[src/rtl/crc_pkg.sv]
// Shared constants and types for the streaming CRC checker.
// Imported by crc_step and crc_stream_checker.
package crc_pkg;

  localparam int          CRC_W_DEF = 16;
  localparam logic [15:0] POLY_DEF  = 16'h1021;
  localparam logic [15:0] INIT_DEF  = 16'h0000;

  localparam logic [15:0] CRC16_CCITT_POLY = 16'h1021;
  localparam logic [15:0] CRC16_IBM_POLY   = 16'h8005;

  typedef enum logic [1:0] {
    ST_IDLE = 2'd0,
    ST_RUN  = 2'd1,
    ST_DONE = 2'd2
  } crc_state_e;

endpackage

[src/rtl/crc_step.sv]
// Combinational MSB-first CRC update over one DATA_W-bit beat.
// Non-reflected, no final XOR.
import crc_pkg::*;

module crc_step #(
  parameter int               CRC_W  = CRC_W_DEF,
  parameter logic [CRC_W-1:0] POLY   = CRC_W'(POLY_DEF),
  parameter int               DATA_W = 8
) (
  input  logic [CRC_W-1:0]  crc_in,
  input  logic [DATA_W-1:0] data,
  output logic [CRC_W-1:0]  crc_out
);

  logic [CRC_W-1:0] c;
  logic             fb;

  always_comb begin
    c  = crc_in;
    fb = 1'b0;
    for (int i = DATA_W - 1; i >= 0; i--) begin
      fb = c[CRC_W-1] ^ data[i];
      c  = (c << 1) ^ (fb ? POLY : '0);
    end
    crc_out = c;
  end

endmodule

[config.mk]
export PLATFORM = sky130hd
export DESIGN_NAME = crc_step
export DESIGN_NICKNAME = d
export VERILOG_FILES = /design/src/rtl/crc_pkg.sv /design/src/rtl/crc_step.sv
export SDC_FILE = /design/constraint.sdc
export NUM_CORES = 1
export LEC_CHECK = 0
export ABC_AREA = 1
export CORE_UTILIZATION = 31
export DETAILED_ROUTE_END_ITERATION = 7
export PLACE_DENSITY_LB_ADDON = 0.25
export SYNTH_ARGS = -nofsm -noshare
export SYNTH_HDL_FRONTEND = slang
export SYNTH_SLANG_ARGS = --single-unit
[constraint.sdc]
create_clock -name vclk -period 0.8
set_input_delay 0.12 -clock vclk [all_inputs]
set_output_delay 0.12 -clock vclk [all_outputs]
set_load 0.05 [all_outputs]
==> results.md, run 1 <==
- Ports: 40
- Die width: 41.3 µm
- Top cell type's share of synthesized area: 43.2%
- Cells after Synth: 109
- First error: [ERROR FLW-0024] Place density exceeds 1.0 (current PLACE_DENSITY_LB_ADDON =  0.25). Please check if the value of  PLACE_DENSITY_LB_ADDON is between 0 and 0.99.
- Last step reached: global placement (3_3_place_gp)
- Chip height: 41.3 µm
- IO Port Bufs: 40
- Cell taking the most area after synthesis: nand2_1
- Mean Syn Cell Area: 4.38 µm²
- Initial core utilization: 35.0%
- Dominant cells by area after synthesis: nand2_1, inv_1, nand3_1
- Register area share after synthesis: 0%
- Count of cell types in the netlist: 8
- Syn Std Cell Area: 478 µm²
- Synth warn: 0
- Syn nets: 133
- FP Rows: 13
- Status: stopped before the end
==> kinds of logic after synthesis <==
family                 count (synthesis)  share of synthesized area [%]
buffers and inverters                 25                           20.4
AND/OR/NAND/NOR                       80                           72.3
XOR/XNOR                               4                           7.33
==> synth_stat cells, drive strengths merged <==
master and instances:
nand2 66, buf 1, inv 24, xor2 3, xnor2 1, nand3 14
==> inputs of run 2 (changes only) <==
--- a/config.mk
+++ b/config.mk
@@ -6,9 +6,10 @@
 export NUM_CORES = 1
 export LEC_CHECK = 0
 export ABC_AREA = 1
-export CORE_UTILIZATION = 31
+export CORE_AREA = 2 2 63 65
 export DETAILED_ROUTE_END_ITERATION = 7
-export PLACE_DENSITY_LB_ADDON = 0.25
+export DIE_AREA = 0 0 65 67
+export PLACE_DENSITY_LB_ADDON = 0.15
 export SYNTH_ARGS = -nofsm -noshare
 export SYNTH_HDL_FRONTEND = slang
 export SYNTH_SLANG_ARGS = --single-unit
==> constraint.sdc (replaced) <==
create_clock -name vclk -period 1
set_input_delay 0.15 -clock vclk [all_inputs]
set_output_delay 0.15 -clock vclk [all_outputs]
set_load 0.05 [all_outputs]
==> run 2 against run 1 <==
Compared with the run above:
- the flow now finishes, with violations (setup timing)
- area after synthesis unchanged
- synthesized cell count did not move
==> results.md, run 2 <==
- Status: finished with violations
- Failing checks: setup timing
- WL/cell: 10.4 µm
- Top cell type's share of synthesized area: 43.2%
- Crit end category: output port
- Initial core utilization: 13.3%
- Max-cap viol count: 0
- Residual DRC count: 0
- Via count: 826
- HPWL after DPL: 1550 µm
- Flop pwr share: 0%
- Routed WL: 2140 µm
- Cell taking the most area after synthesis: nand2_1
- Min Clock Period, post-route: 1050 ps
- Fin crit share: 105%
- CLK BUF: 0
- Worst path slowest cell: buf_12
- Comb power frac: 100.0%
- Post-route ant nets: 0
- Non-Filler Instances: 207
- Vias in the first global route: 832
- Area Growth Syn to Fin: 272%
- First-pass DRT Iterations: 2
- Fin Setup TNS: -445 ps
- Fin worst setup slack: -50.1 ps
- Worst-Margin Slew: 204 ps
- Mean Syn Cell Area: 4.38 µm²
- Core area: 3610 µm²
- Chip height: 67 µm
- Fin util: 49.3%
- Initial antenna violation count: 0
- Commonest non-fill, non-tap cell in the layout: nand2_4
- Final Power: 0.00144 W
- Critical Path Max Stage Delay: 130 ps
- Net switching power: 0.000765 W
- Final nets: 185
- Clk pwr share: 0%
- CP Launch Type: input pin
- CP arrival: 900 ps
- Worst vdd ir: 0.000401 V
- Internal: 0.000680 W
- Final hold violation count: 0
- Slew Viols, Final: 0
- Sw Ratio: 52.9%
- Cells after Synth: 109
- DR iter-0 viols: 6
- Final setup fails: 13
- Critical-path cell list: buf_8 > inv_2 > nand2_2 > nand2_4 > inv_4 > nand2_4 > nand2_4 > buf_6 > buf_12
- Critical path's top delay family: buffers and inverters
- Count of cell types in the netlist: 8
- Critical path required time: 850 ps
- Most common cell in the synthesized netlist: nand2_1
- GR Overflow Total: 0
- Top cell by count, worst path: nand2_4
- Layout cells sized above 1: 88.7%
- Most frequent cells in the layout: nand2_4, buf_12, nand2_2
- HP Class: in -> out
- Register area share after synthesis: 0%
- Leakage: 0.927 nW
- Syn nets: 133
- Dominant cells by area after synthesis: nand2_1, inv_1, nand3_1
- Vias per inst: 3.99
- RSZ-0062 raised after global routing: true
- Kind of critical path: in -> out
- FP Rows: 22
- Slew margin rel.: 86.4%
- Sequential cell area: 0 µm²
- Die width: 65 µm
- Max Freq: 952 MHz
- Ports: 40
- Syn Std Cell Area: 478 µm²
- Post-place setup slack: -549 ps
- Number of sequential cells: 0
- Bufs and invs on worst path: 5
- First-pass GRT wire length: 3370 µm
- Pin count of the biggest net entering global routing: 5
- IO Port Bufs: 40
- Ant. Diodes: 0
- Synth warn: 0
- GRT Total Usage: 9.39%
- Die area: 4360 µm²
- Power per cell area: 812 nW/µm²
- CP Max Fanout: 3
- Top cells by instance count after synthesis: nand2_1, inv_1, nand3_1, nand2_2, xor2_1
- DP Cell Count: 204
- Placer Congestion: 0.643
run 2: kinds of logic (layout without fill, tap and decap cells):
| group | Yosys count | count (layout) | synth area share (%) |
|---|---|---|---|
| xor+xnor | 4 | 4 | 7.33 |
| buf+inv | 25 | 75 | 20.4 |
| simple gates | 80 | 80 | 72.3 |
run 2: layout make-up:
type / count / area [µm²]
fillers: 349 / 1830
inverters: 24 / 135
multi-input cells: 84 / 872
well taps: 48 / 60.1
repair buffers: 51 / 712
run 2: what timing repair did:
action | 4_1_cts | 5_1_grt
hold buffers | 0 | 0
gates resized for setup | 196 | 31
setup endpoints to repair | 16 | 14
buffers inserted | 1 | 2
gates cloned | 0 | 0
pin swaps | 58 | 33
run 2: per-layer routing:
layer	GRT usage, %	vias up	wire length (µm)
met2	21.1	21	1350
met3	0.676	0	94
met4	0	0	0
met1	9.64	387	701
met5	0	-	0
li1	-	418	-
run 2: path summary, 6_finish.rpt:
kind,startpoint,endpoint,slack (ps),cells past startpoint
worst min-delay path,data[4],crc_out[9],790,5
worst max-delay path,data[1],crc_out[1],-50,9
run 2: per-stage QoR:
stage / area (µm²) / hold WS [ps]
final: 1780 / 789
after global routing: 1780 / 815
after CTS: 1630 / 772
after detailed placement: 1320 / 1050
after global placement: 1320 / 1040
after floorplan: 617 / 425
run 2: power groups by stage:
stage | Clock [W] | Combinational [W] | Sequential, W
6_report | 0 | 0.00144 | 0
3_5_place_dp | 0 | 0.00118 | 0
5_1_grt | 0 | 0.00152 | 0
2_1_floorplan | 0 | 0.000587 | 0
4_1_cts | 0 | 0.00138 | 0
3_3_place_gp | 0 | 0.00117 | 0
(Power assumes the default switching activity.)
